[src/rtl/mips_core_pkg.sv]
// Shared types and constants for the MIPS core front end.
package mips_core_pkg;

  typedef logic [31:0] word_t;

  localparam word_t RESET_VECTOR = 32'hBFC0_0000;
  localparam word_t HALT_ADDR    = 32'h0000_0000;

  typedef enum logic [1:0] {
    RUN   = 2'd0,
    HALT  = 2'd1,
    FAULT = 2'd2
  } fetch_state_t;

endpackage

[src/rtl/mips_pc_redirect_buf.sv]
// Holds a redirect that arrived while fetch was stalled and selects the
// redirect source for the next PC: a live redirect beats a held one.
// FETCH_MISALIGN_TRAP_EN: when defined, the target is passed through
// unmodified and misalignment is flagged; otherwise target[1:0] is cleared.
module mips_pc_redirect_buf
  import mips_core_pkg::*;
(
  input  logic  clk,
  input  logic  rst,
  input  logic  capture,          // stalled in RUN with a redirect present
  input  logic  release_i,        // PC advances this cycle; held redirect is consumed
  input  logic  redirect_valid,
  input  word_t redirect_target,
  output logic  sel_valid,
  output word_t sel_target,
  output logic  misaligned
);

  logic  pending_valid_q, pending_valid_d;
  word_t pending_target_q, pending_target_d;
  word_t raw_target;

  // Pending register: newest redirect during a stall wins; cleared when taken
  always_comb begin
    pending_valid_d  = pending_valid_q;
    pending_target_d = pending_target_q;
    if (capture) begin
      pending_valid_d  = 1'b1;
      pending_target_d = redirect_target;
    end else if (release_i) begin
      pending_valid_d  = 1'b0;
    end
  end

  // Pending state flops, dropped on reset
  always_ff @(posedge clk or posedge rst) begin
    if (rst) begin
      pending_valid_q  <= 1'b0;
      pending_target_q <= '0;
    end else begin
      pending_valid_q  <= pending_valid_d;
      pending_target_q <= pending_target_d;
    end
  end

  // Priority mux: live redirect first, then the held one
  always_comb begin
    sel_valid  = redirect_valid | pending_valid_q;
    raw_target = redirect_valid ? redirect_target : pending_target_q;
`ifdef FETCH_MISALIGN_TRAP_EN
    sel_target = raw_target;
    misaligned = sel_valid & (|raw_target[1:0]);
`else
    sel_target = raw_target & ~word_t'(32'h3);
    misaligned = 1'b0;
`endif
  end

endmodule

[src/rtl/mips_fetch_stage.sv]
// Instruction fetch stage: owns the PC, drives the RAM address, registers the
// returned word into IF/ID, applies decode redirects after the delay slot and
// halts when the PC reaches HALT_ADDR.
// Optional: FETCH_MISALIGN_TRAP_EN traps misaligned redirect targets (FAULT).
module mips_fetch_stage
  import mips_core_pkg::*;
#(
  parameter word_t RESET_VECTOR = mips_core_pkg::RESET_VECTOR,
  parameter word_t HALT_ADDR    = mips_core_pkg::HALT_ADDR
) (
  input  logic        clk,
  input  logic        reset,
  input  logic        stall,
  input  logic        redirect_valid,
  input  logic [31:0] redirect_target,
  output logic [31:0] instr_address,
  input  logic [31:0] instr_readdata,
  output logic [31:0] instr_q,
  output logic [31:0] pc_q,
  output logic        instr_valid,
  output logic        active,
  output logic        fault
);

  fetch_state_t state_q, state_d;
  word_t fetch_pc_q, fetch_pc_d;
  word_t ifid_instr_q, ifid_instr_d;
  word_t ifid_pc_q, ifid_pc_d;
  logic  ifid_valid_q, ifid_valid_d;

  logic  running, at_halt, advance, halt_now, trap;
  logic  sel_valid, misaligned;
  word_t sel_target;

  // Cycle qualifiers shared by FSM and datapath
  always_comb begin
    running  = (state_q == RUN);
    at_halt  = (fetch_pc_q == HALT_ADDR);
    advance  = running & ~stall & ~at_halt;
    halt_now = running & ~stall & at_halt;
    trap     = advance & misaligned;
  end

  mips_pc_redirect_buf u_redirect_buf (
    .clk             (clk),
    .rst             (reset),
    .capture         (running & stall & redirect_valid),
    .release_i       (advance),
    .redirect_valid  (redirect_valid),
    .redirect_target (redirect_target),
    .sel_valid       (sel_valid),
    .sel_target      (sel_target),
    .misaligned      (misaligned)
  );

  // FSM state register
  always_ff @(posedge clk or posedge reset) begin
    if (reset) state_q <= RUN;
    else       state_q <= state_d;
  end

  // FSM next state: HALT and FAULT are sticky until reset
  always_comb begin
    state_d = state_q;
    if (halt_now)  state_d = HALT;
    else if (trap) state_d = FAULT;
  end

  // FSM outputs
  always_comb begin
    active = (state_q == RUN);
    fault  = (state_q == FAULT);
  end

  // PC and IF/ID next values; the delay-slot word is captured even on a trap
  always_comb begin
    fetch_pc_d   = fetch_pc_q;
    ifid_instr_d = ifid_instr_q;
    ifid_pc_d    = ifid_pc_q;
    ifid_valid_d = ifid_valid_q;
    if (advance) begin
      ifid_instr_d = instr_readdata;
      ifid_pc_d    = fetch_pc_q;
      ifid_valid_d = ~trap;
      fetch_pc_d   = sel_valid ? sel_target : fetch_pc_q + 32'd4;
    end else if (halt_now) begin
      ifid_valid_d = 1'b0;
    end
  end

  // PC and IF/ID registers
  always_ff @(posedge clk or posedge reset) begin
    if (reset) begin
      fetch_pc_q   <= RESET_VECTOR;
      ifid_instr_q <= '0;
      ifid_pc_q    <= '0;
      ifid_valid_q <= 1'b0;
    end else begin
      fetch_pc_q   <= fetch_pc_d;
      ifid_instr_q <= ifid_instr_d;
      ifid_pc_q    <= ifid_pc_d;
      ifid_valid_q <= ifid_valid_d;
    end
  end

  assign instr_address = fetch_pc_q;
  assign instr_q       = ifid_instr_q;
  assign pc_q          = ifid_pc_q;
  assign instr_valid   = ifid_valid_q;

endmodule

[config.mk]
export PLATFORM = sky130hd
export DESIGN_NAME = mips_fetch_stage
export DESIGN_NICKNAME = d
export VERILOG_FILES = /design/src/rtl/mips_core_pkg.sv /design/src/rtl/mips_pc_redirect_buf.sv /design/src/rtl/mips_fetch_stage.sv
export SDC_FILE = /design/constraint.sdc
export NUM_CORES = 1
export LEC_CHECK = 0
export CORE_MARGIN = 10
export CORE_UTILIZATION = 30
export CTS_CLUSTER_SIZE = 24
export DETAILED_ROUTE_END_ITERATION = 12
export DONT_BUFFER_PORTS = 1
export PLACE_DENSITY = 0.48
export SLEW_MARGIN = 0
export SYNTH_ARGS = -nofsm -noshare
export SYNTH_HDL_FRONTEND = slang
export SYNTH_HIERARCHICAL = 1
export SYNTH_SLANG_ARGS = --single-unit
[constraint.sdc]
create_clock -name clk -period 3 [get_ports clk]
set_input_delay 0.3 -clock clk [delete_from_list [all_inputs] [get_ports clk]]
set_output_delay 0.3 -clock clk [all_outputs]
set_load 0.01 [all_outputs]
Word-level counts from Yosys, hierarchy flattened --
Cells that the tools add are included.
Word-level totals: bits in registers 131, latch bits 0, bits in writable memories 0, ROM bits 0, input port bits 68, output and inout port bits 99, word-level logic and storage cells 26, memories kept 0
Operators by class: add/sub/neg operators 1, multipliers 0, div/mod/pow operators 0, order comparisons 0, equal/unequal tests 0, shifts and indexed selects 0, muxes and demuxes 6, bitwise gates (word level) 8, reduce and logical (&&, ||, !) cells 4
Operators with widths (number):
- 32-bit two-way mux | 2
- 32-bit by 3-bit adder with 32-bit output (second input constant) | 1
- 32-bit zero test | 1
- 1-bit bitwise AND | 5
- 1-bit two-way mux | 4
- 2-bit nonzero test | 2
- 2-bit zero test | 1
- 1-bit NOT | 2
- 1-bit bitwise OR | 1

Depth between registers and ports, before layout --
Gate-level depths: netlist of the first run.
depth in word-level cells 5, gate-level depth with buffers 10, mapped depth without buffers 8

Cells and area by module --
The synthesis of the first run kept the hierarchy.
By module, submodules not included:
- mips_fetch_stage | times used 1, cells an instance 540, area an instance 4660.7 µm², sequential area each 2488.6 µm²
- mips_pc_redirect_buf | times used 1, cells an instance 105, area an instance 1566.5 µm², sequential area each 775.7 µm²

Least setup slack after synthesis of the first run --
OpenSTA, ideal clock, no wires.
kind reg-to-reg, from register fetch_pc_q[3], in the netlist instr_address[3], to register fetch_pc_q[30], in the netlist instr_address[30], library setup time 0.121 ns, data arrival time 1.928 ns, required time 2.879 ns, slack 0.951 ns, stages on the path, launching flop included 7, buffers on the path 0, period minus slack after synthesis 2.049 ns, cell sequence dfrtp_1 -> ha_1 -> nand3_2 -> or4_4 -> nor4_4 -> a31oi_1 -> o22a_1
Between the ends: longest elaborated chain between the ends 3, elaborated cells on any way between the ends 5, classes of those cells add/sub: 1; mux: 1; bitwise: 2; reduce/logical: 1
Ends and longest elaborated chain:
- from (decl) | line mips_fetch_stage.sv:26 | word_t fetch_pc_q, fetch_pc_d;
- from (signal assigned) | line mips_fetch_stage.sv:99 | fetch_pc_q <= fetch_pc_d;
- parallel branches: the longest is 3 deep, another holds 32-bit by 3-bit adder with 32-bit output
Parallel ways; which one is timed is not known. A chain may end at the register's enable or synchronous reset.

Worst setup path after layout of the first run --
from register fetch_pc_q[2], in the netlist instr_address[2], to register fetch_pc_q[31], in the netlist instr_address[31]
The elaborated chain is that of the path after synthesis.

==> run_results.csv, run 1 <==
group,metric,value,unit
floorplan,start_util,30.68,%
yosys,synth_cell_types,48,
finish,fin_nets,741,
clocking,cts_sinks,130,
flow_run,maxCapViolCount,0,
yosys,async_reset_ff_share,100.0,%
sta,final.setup.tns,0,ns
placement,placed_area,6506,µm²
yosys,synth_area_leaders,"dfrtp_1, nand2_1, mux2_2",
sta,fin_worst_skew,0.01082,ns
finish,finalInstanceArea,7403,µm²
grt,grt_overflow,0,
sta,worst_pin_slew,0.7720,ns
setup_path,critPathKind,"register to register",
setup_path,crit_family,"simple AND/OR/NAND/NOR gates",
setup_path,ff2ff_path_depth,9,
sta,final_hold_viol_count,0,
power,power,7.690,mW
setup_path,reg2reg_from,"instr_address[2]",
floorplan,ioPinCount,167,
yosys,synth_area_leader_cell,"dfrtp_1",
grt,grt_first_pass_wirelength,29.38,mm
min_path,min_path_type,"input port to register",
yosys,avgSynthCellArea,9.655,µm²
sta,finalSetupViolations,0,
placement,dpl.hpwl,13.49,mm
route,wire_per_inst,20.10,µm
finish,antenna_cells,0,
sta,drv_slew,0,
sta,clock.fmax,393.7,MHz
route,viasPerCell,5.138,
setup_path,arrival,2.87,ns
route,drtPass1Iterations,5,
sta,slew-limit-headroom,48.14,%
setup_path,critical_path_buf_inv_count,3,
yosys,netlist_instances,645,
min_path,hold_path.startpoint,"instr_readdata[4]",
setup_path,reg2reg_slack,0.46,ns
floorplan,dieArea,26920,µm²
power,leakage,3.270,nW
grt,grt_max_degree,100,
min_path,min_to,"instr_q[4]",
setup_path,critPathRequiredTime,3.33,ns
clocking,cts-root-buf,"clkbuf_16",
grt,grt_pass1_vias,4797,
yosys,synth-edff-count,0,
setup_path,crit_chain,"inv_1 -> ha_1 -> nor4b_1 -> and4_1 -> a21o_4 -> clkinv_2 -> buf_12 -> a32oi_1 -> nand3_1",
route,vias,4902,
sta,fin_ws,0.4597,ns
setup_path,path_max_fanout,41,
route,drc_errors,0,
floorplan,die_x,164.1,µm
placement,place_congestion,0.8075,
finish,area_growth,18.89,%
yosys,yosys-top-cells-count,"nand2_1, dfrtp_1, mux2_2, a21oi_1, o21ai_0",
clocking,h-tree-depth,4,
sta,min_period,2.540,ns
yosys,synth_top_area_share,48.62,%
route,drt-initial-drc-count,400,
yosys,yosysMostFrequentCell,"nand2_1",
yosys,synth_warnings,6,
grt,grt_usage,14.18,%
grt,antenna_found_initial,0,
floorplan,core,20300,µm²
clocking,cts_tree,"done",
yosys,synth_area,6227,µm²
route,antenna_left,0,
placement,place_ws,0.4102,ns
min_path,hold_depth,2,
setup_path,cp-start-kind,"register",
clocking,cts_buffers,17,
clocking,path_clk_slew,0.06,ns
floorplan,chipHeight,164.1,µm
yosys,ys_ff_latch,130,
yosys,ys_seq_area_share,52.42,%
placement,numPortBuffers,0,
clocking,cts_resized,0,
sta,fin_crit_sh,84.68,%
power,peakVddDrop,0.0004065,V
setup_path,slowest_delay,0.47,ns
run_status,status,"completed",
yosys,synth-main-ff-cell,"dfrtp_1",
floorplan,rows,52,
clocking,clk-insertion-delay-late,0.42,ns
finish,final_util,36.47,%
setup_path,crit_slowest_cell,"dfrtp_1",
setup_path,cp-end-kind,"register",
route,routed_wl,19.17,mm
sta,rsz0062_at_grt,"no",
clocking,post_cts_buffers,0,
clocking,cts_buffer_depth,2,
power,power_density,1039,nW/µm²
setup_path,r2r-end,"instr_address[31]",
finish,drive_gt1_share,19.44,%
## worst max path at each step
stage                     start  cells past startpoint                end
2_1_floorplan             reset                      1   instr_address[0]
3_3_place_gp   instr_address[2]                      9  instr_address[31]
3_5_place_dp   instr_address[2]                      9  instr_address[31]
4_1_cts        instr_address[2]                      9  instr_address[31]
5_1_grt        instr_address[2]                      9  instr_address[31]
6_report       instr_address[2]                      9  instr_address[31]
## cell type report
cell class              instances  area, µm²
multi-input cells             462       2683
clock buffers                  24      471.7
clock inverters                 8      105.1
well taps                     270      337.8
fillers                      2057      12900
repair buffers                 52      508.0
inverters                       8      33.78
flip-flops and latches        130       3264
## sequential cells by signal, summed over array words and instances (netlist names)
signal	cells
instr_address	32
instr_q	32
instr_valid	1
pc_q	32
state_q	2
u_redirect_buf/pending_target_q	30
u_redirect_buf/pending_valid_q	1
## layer usage
layer	track usage [%]	part of all wire (%)	vias up
met1	17.50	42	2437
met3	5.357	8.3	21
met5	0	0	-
li1	-	-	2267
met2	22.36	49	177
met4	4.712	1.5	0
## cells in the final DEF (no fill, tap or decap), drive strengths merged, types with 3 or more instances in the layout
cell type and count:
nand2 208, dfrtp 121, mux2 62, a21oi 34
dlygate4sd3 32, o21ai 27, clkbuf 24, nor2 21
buf 20, nand3 14, nor4 13, dfstp 9
nor3 8, nand4 8, o22ai 7, inv 6
a31oi 5, a31o 5, a21o 5, clkinv 5
and4 4, o22a 4, o21a 3, and3 3
a32oi 3, o2bb2ai 3, clkinvlp 3, conb 3
## through the flow
| step | hold WS, ns | cells |
|---|---|---|
| after CTS | 0.0007417 | 954 |
| after floorplan | 0.4035 | 647 |
| after global routing | 0.008312 | 954 |
| after detailed placement | 0.3162 | 890 |
| final | 0.01151 | 954 |
| after global placement | 0.3048 | 890 |
## power by group
group | leakage [nW] | switching, mW | internal (mW)
Combinational | 1.43 | 0.982 | 0.826
Sequential | 1.57 | 1.21 | 2.63
Clock | 0.271 | 0.767 | 1.27
Total | 3.27 | 2.96 | 4.73
## logic make-up (layout without fill, tap and decap cells)
| family | after synthesis | after routing | synth area share (%) |
|---|---|---|---|
| buf+inv | 55 | 92 | 4.742 |
| simple gates | 290 | 290 | 20.68 |
| compound gates | 103 | 103 | 10.17 |
| other cells | 1 | 3 | 0.06022 |
| mux | 64 | 64 | 11.53 |
| flops | 130 | 130 | 52.42 |
| fa+ha+maj | 2 | 2 | 0.4018 |
## timing repair
item,4_1_cts,5_1_grt
endpoints found under the hold margin,152,0
endpoints found under the setup margin,0,0
hold buffers,32,0
Power figures use the tool's default switching activity.
==> run 2, diff against run 1 <==
--- a/config.mk
+++ b/config.mk
@@ -10,7 +10,7 @@
 export CTS_CLUSTER_SIZE = 24
 export DETAILED_ROUTE_END_ITERATION = 12
 export DONT_BUFFER_PORTS = 1
-export PLACE_DENSITY = 0.48
+export PLACE_DENSITY = 0.47
 export SLEW_MARGIN = 0
 export SYNTH_ARGS = -nofsm -noshare
 export SYNTH_HDL_FRONTEND = slang
==> constraint.sdc (replaced) <==
create_clock -name clk -period 2.4 [get_ports clk]
set_input_delay 0.24 -clock clk [delete_from_list [all_inputs] [get_ports clk]]
set_output_delay 0.24 -clock clk [all_outputs]
set_load 0.01 [all_outputs]
==> run 2 against run 1 <==
  * Total power is 31% higher
  * Utilization up 2.9 points
  * Register-to-register slack got worse by 0.34 ns
  * Sequential cell count is the same
  * Maximum frequency increased by 12%
==> run_results.csv, run 2 (same netlist as run 1, synthesis figures left out) <==
group,metric,value,unit
run_status,status,"completed",
route,wire_per_inst,20.04,µm
sta,drv_slew,0,
power,p_switching,3.775,mW
power,comb_power_share,31.1,%
route,antenna_left,0,
sta,fin_worst_skew,0.009845,ns
grt,grt_overflow,0,
grt,antenna_found_initial,0,
finish,final_util,39.38,%
power,seqPwrFrac,42.7,%
clocking,cts_sinks,130,
route,drtPass1Iterations,5,
floorplan,core,20300,µm²
floorplan,die_x,164.1,µm
grt,grt_max_degree,100,
power,power_density,1261,nW/µm²
grt,grt_usage,14.80,%
finish,multi_input_area,2690,µm²
setup_path,path_max_fanout,47,
clocking,cts_buffers,17,
clocking,cts_buffer_depth,2,
sta,worst_pin_slew,0.5748,ns
placement,place_congestion,0.8546,
sta,final.setup.tns,0,ns
power,leakage,3.569,nW
clocking,post_cts_buffers,0,
sta,finalSetupViolations,0,
floorplan,dieArea,26920,µm²
power,peakVddDrop,0.0005601,V
setup_path,cp-start-kind,"register",
power,switching_share,37.46,%
setup_path,reg2reg_slack,0.12,ns
finish,drive_gt1_share,22.18,%
sta,final_hold_viol_count,0,
sta,slew-limit-headroom,61.45,%
finish,antenna_cells,0,
sta,worst_hold_slack,0.08959,ns
power,cell_internal_pwr,6.303,mW
min_path,min_path_type,"input port to register",
clocking,cts_tree,"done",
finish,ff_latch_area,3264,µm²
setup_path,arrival,2.63,ns
placement,placed_area,6718,µm²
floorplan,chipHeight,164.1,µm
finish,layout_common_cells,"nand2_1, dfrtp_1, dlygate4sd3_1, mux2_2, buf_4",
power,power_frac_clock,26.1,%
setup_path,critPathCapture,"instr_address[31]",
grt,grt-busiest-layer,"met2",
sta,rsz0062_at_grt,"no",
setup_path,critPathRequiredTime,2.75,ns
grt,grt_use_met3,5.181,%
clocking,clk-insertion-delay-late,0.42,ns
route,vias,5124,
sta,fin_crit_sh,94.82,%
setup_path,r2r-end,"instr_address[31]",
floorplan,ioPinCount,167,
setup_path,reg2reg_from,"instr_address[2]",
route,drc_errors,0,
sta,min_period,2.276,ns
setup_path,cp-end-kind,"register",
finish,fill_cells,1998,
placement,numPortBuffers,0,
setup_path,critPathLaunch,"instr_address[2]",
finish,final_common_cell,"nand2_1",
setup_path,critPathKind,"register to register",
route,viasPerCell,5.053,
floorplan,rows,52,
clocking,cts-root-buf,"clkbuf_16",
finish,finalInstanceArea,7994,µm²
route,drt-initial-drc-count,373,
grt,use_met2,24.25,%
placement,dpl.hpwl,13.73,mm
sta,clock.fmax,439.4,MHz
clocking,h-tree-depth,4,
flow_run,maxCapViolCount,0,
min_path,hold_depth,2,
floorplan,start_util,30.68,%
grt,grt_first_pass_wirelength,31.02,mm
grt,use_met1,17.69,%
finish,area_growth,28.37,%
route,routed_wl,20.33,mm
grt,grt_pass1_vias,5342,
power,power,10.08,mW
finish,fin_nets,801,
clocking,path_clk_slew,0.06,ns
setup_path,ff2ff_path_depth,8,
==> run 2: changes by cell type in the layout (fill, tap and decap cells not counted), sizes merged <==
| cell | previous run | this run |
|---|---|---|
| dlygate4sd3 | 32 | 63 |
| bufinv | 2 | 3 |
| clkinvlp | 3 | 2 |
| clkinv | 5 | 6 |
| buf | 20 | 48 |
==> run 2: critical path, stage by stage (launching register included) <==
cell     delay [ns]
dfrtp_1        0.34
inv_1          0.10
ha_1           0.26
nor4b_2        0.17
and4_2         0.26
a21o_4         0.28
buf_16         0.21
or4_1          0.49
nand3_1        0.10
==> run 2: how the worst min path moves through the flow <==
stage | from | to
after floorplan | reset | u_redirect_buf/pending_target_q[10]
after global placement | reset | u_redirect_buf/pending_target_q[22]
after detailed placement | reset | u_redirect_buf/pending_target_q[22]
after CTS | stall | state_q[0]
after global routing | stall | instr_valid
final | stall | state_q[0]
==> run 2: area by class of cell <==
| class | instances | share of cell area [%] |
|---|---|---|
| Clock buffer | 23 | 5.854 |
| Inverter | 8 | 0.4852 |
| Timing Repair Buffer | 112 | 13.32 |
| Tap cell | 270 | 4.226 |
| Multi-Input combinational cell | 462 | 33.65 |
| Clock inverter | 9 | 1.628 |
| Sequential cell | 130 | 40.84 |
==> run 2: metal layers <==
layer / wire length [µm] / vias to the layer above
met5: 0 / -
met4: 343 / 0
met3: 1757 / 20
met2: 10100 / 181
met1: 8128 / 2537
li1: - / 2386
==> run 2: power by group through the flow <==
stage	registers [mW]	clock network (mW)	logic, mW
CTS	4.34	2.70	3.15
finish	4.31	2.64	3.14
global route	4.46	2.80	3.53
global placement	4.32	0	2.97
floorplan	4.34	0	1.77
detailed placement	4.36	0	3.05
==> run 2: repair_timing <==
item	in CTS	in global routing
hold endpoints to repair	183	0
cloned	0	1
setup endpoints to repair	1	68
resized for setup	1	5
pin swaps	0	1
hold buffers	63	0
==> run 2: through the flow <==
stage / std cells / worst slack [ns]
floorplan: 647 / 0.3506
global placement: 918 / 0.08332
detailed placement: 918 / 0.01563
CTS: 1013 / 0.03586
global route: 1014 / 0.001237
finish: 1014 / 0.1242
==> run 3, diff against run 2 <==
--- a/config.mk
+++ b/config.mk
@@ -5,6 +5,7 @@
 export SDC_FILE = /design/constraint.sdc
 export NUM_CORES = 1
 export LEC_CHECK = 0
+export ABC_AREA = 1
 export CORE_MARGIN = 10
 export CORE_UTILIZATION = 30
 export CTS_CLUSTER_SIZE = 24
==> run 3 against run 2 <==
  * Maximum frequency grew 5.0%
  * Via count grew 18%
  * Worst hold slack gained 0.075 ns
  * Final area grew 6.2%
  * Highest routed layer unchanged
  * First-iteration DRC count grew 34%
  * Utilization shrank 0.49 points
==> run_results.csv, run 3 <==
group,metric,value,unit
run_status,status,"completed",
finish,drive_gt1_share,12.55,%
clocking,cts-root-buf,"clkbuf_16",
yosys,ys_ff_latch,130,
clocking,cts_tree,"done",
power,power,5.162,mW
setup_path,ff2ff_path_depth,10,
sta,fin_crit_sh,90.28,%
sta,min_period,2.167,ns
yosys,synth_area_leader_cell,"dfrtp_1",
finish,final_common_cell,"nand2_1",
yosys,synth_area_leaders,"dfrtp_1, nand2_1, nand3_1",
yosys,async_reset_ff_share,100.0,%
placement,numPortBuffers,0,
yosys,synth_top_area_share,45.55,%
clocking,cts_resized,0,
setup_path,slowest_delay,0.60,ns
route,antenna_left,0,
grt,grt_max_degree,48,
placement,place_congestion,0.9048,
grt,antenna_found_initial,0,
clocking,cts_buffers,17,
clocking,clk-insertion-delay-late,0.43,ns
route,drt-initial-drc-count,499,
clocking,cts_buffer_depth,2,
setup_path,cp-end-kind,"register",
power,power_density,608.2,nW/µm²
yosys,yosys-top-cells-count,"nand2_1, dfrtp_1, nor2_1, nand3_1, o21ai_0",
clocking,post_cts_buffers,0,
setup_path,arrival,2.49,ns
setup_path,r2r-end,"instr_address[0]",
route,routed_wl,22.78,mm
setup_path,critPathKind,"register to register",
floorplan,core,21820,µm²
setup_path,crit_slowest_cell,"dfstp_2",
setup_path,crit_chain,"inv_2 -> nand3_1 -> nor2_1 -> nand2_1 -> nor2_2 -> nor2_4 -> buf_4 -> nand2_1 -> nand2_1 -> nand2_1",
route,drc_errors,0,
finish,antenna_cells,0,
clocking,cts_sinks,130,
min_path,hold_depth,5,
sta,worst_hold_slack,0.1642,ns
floorplan,die_x,168.9,µm
finish,layout_common_cells,"nand2_1, dfrtp_1, nor2_1, dlygate4sd3_1, nand3_1",
grt,grt_overflow,0,
yosys,synth_area,6648,µm²
clocking,path_clk_slew,0.06,ns
setup_path,reg2reg_slack,0.23,ns
sta,final.setup.tns,0,ns
yosys,yosysMostFrequentCell,"nand2_1",
setup_path,cp-start-kind,"register",
floorplan,dieArea,28510,µm²
sta,final_hold_viol_count,0,
yosys,synth-edff-count,0,
route,viasPerCell,4.578,
floorplan,start_util,30.46,%
finish,fin_nets,1093,
flow_run,maxCapViolCount,0,
placement,dpl.hpwl,16.46,mm
grt,grt_pass1_vias,5889,
clocking,h-tree-depth,4,
finish,stdcell_count,1316,
min_path,min_path_type,"input port to register",
yosys,ys_seq_area_share,49.11,%
yosys,synth_cell_types,31,
route,wire_per_inst,17.31,µm
floorplan,rows,54,
sta,fin_worst_skew,0.01496,ns
setup_path,path_common_cell,"nand2_1",
power,peakVddDrop,0.0003964,V
yosys,avgSynthCellArea,7.194,µm²
yosys,netlist_instances,924,
clocking,cts_hold_buf,63,
sta,rsz0062_at_grt,"no",
route,drtPass1Iterations,4,
setup_path,critical_path_buf_inv_count,2,
min_path,min_to,"instr_address[15]",
floorplan,chipHeight,168.9,µm
sta,worst_pin_slew,0.8241,ns
sta,clock.fmax,461.5,MHz
setup_path,path_max_fanout,26,
sta,finalSetupViolations,0,
route,vias,6024,
power,leakage,4.298,nW
placement,place_inst,1221,
sta,drv_slew,0,
grt,grt_first_pass_wirelength,34.96,mm
floorplan,ioPinCount,167,
grt,grt_usage,15.70,%
setup_path,critPathRequiredTime,2.72,ns
yosys,synth-main-ff-cell,"dfrtp_1",
yosys,synth_warnings,6,
setup_path,crit_family,"simple AND/OR/NAND/NOR gates",
finish,area_growth,27.67,%
setup_path,reg2reg_from,"instr_address[31]",
sta,slew-limit-headroom,44.94,%
min_path,hold_path.startpoint,"redirect_target[15]",
[run 3: changes by cell type after synthesis, sizes merged, moves of 31 or more]
cell	previous run	this run
nand3	14	60
nor2	21	70
mux2	62	0
a21oi	34	2
inv	7	49
nand2	208	477
o21ai	27	58
[run 3: logic make-up (layout without fill, tap and decap cells)]
logic type / Yosys count / count (layout) / synth area share, %
flops: 130 / 130 / 49.11
other cells: 1 / 3 / 0.05641
fa+ha+maj: 2 / 2 / 0.3764
simple gates: 633 / 633 / 38.43
buf+inv: 90 / 200 / 6.550
xor+xnor: 4 / 4 / 0.5271
compound gates: 64 / 64 / 4.950
[run 3: tightest hold or removal path, delay by kind of cell]
| family | cells | cell delay, ns |
|---|---|---|
| simple gates | 5 | 0.31 |
[run 3: cell type report]
cell class / instances / area [µm²]
well taps: 280 / 350.3
flip-flops and latches: 130 / 3264
clock buffers: 18 / 429.2
clock inverters: 14 / 176.4
multi-input cells: 706 / 2965
inverters: 49 / 187.7
fillers: 2287 / 13340
repair buffers: 119 / 1114
[run 3: report_power, final]
group          switching [mW]  internal [mW]  leakage [nW]  total, mW
Clock                    1.07           1.65         0.292       2.72
Combinational           0.132          0.115          2.28      0.248
Sequential                  0           2.19          1.72       2.19
Total                    1.21           3.96          4.30       5.16
[run 3: per-layer routing]
layer,part of all wire (%),up-vias,global-route usage [%]
met5,0,-,0
met4,1.6,0,4.883
met3,9.2,21,5.697
met2,42,193,22.82
met1,47,2747,21.20
li1,-,3063,-
[run 3: worst max-delay path by stage]
stage,startpoint,endpoint,slack (ns),cells past startpoint
after CTS,instr_address[31],instr_address[0],0.18,10
after floorplan,instr_address[2],pc_q[11],0.71,10
after global routing,instr_address[31],instr_address[0],0.02,10
after detailed placement,instr_address[31],instr_address[1],0.20,10
final,instr_address[31],instr_address[0],0.23,10
after global placement,instr_address[31],instr_address[1],0.20,10
[run 3: metrics by stage]
stage          setup slack [ns]  area [µm²]  utilization [%]
3_3_place_gp             0.1951        7251            33.22
5_1_grt                 0.02306        8487            38.89
3_5_place_dp             0.2007        7251            33.22
6_report                 0.2333        8487            38.89
2_1_floorplan            0.7098        6659                -
4_1_cts                  0.1847        8487            38.89
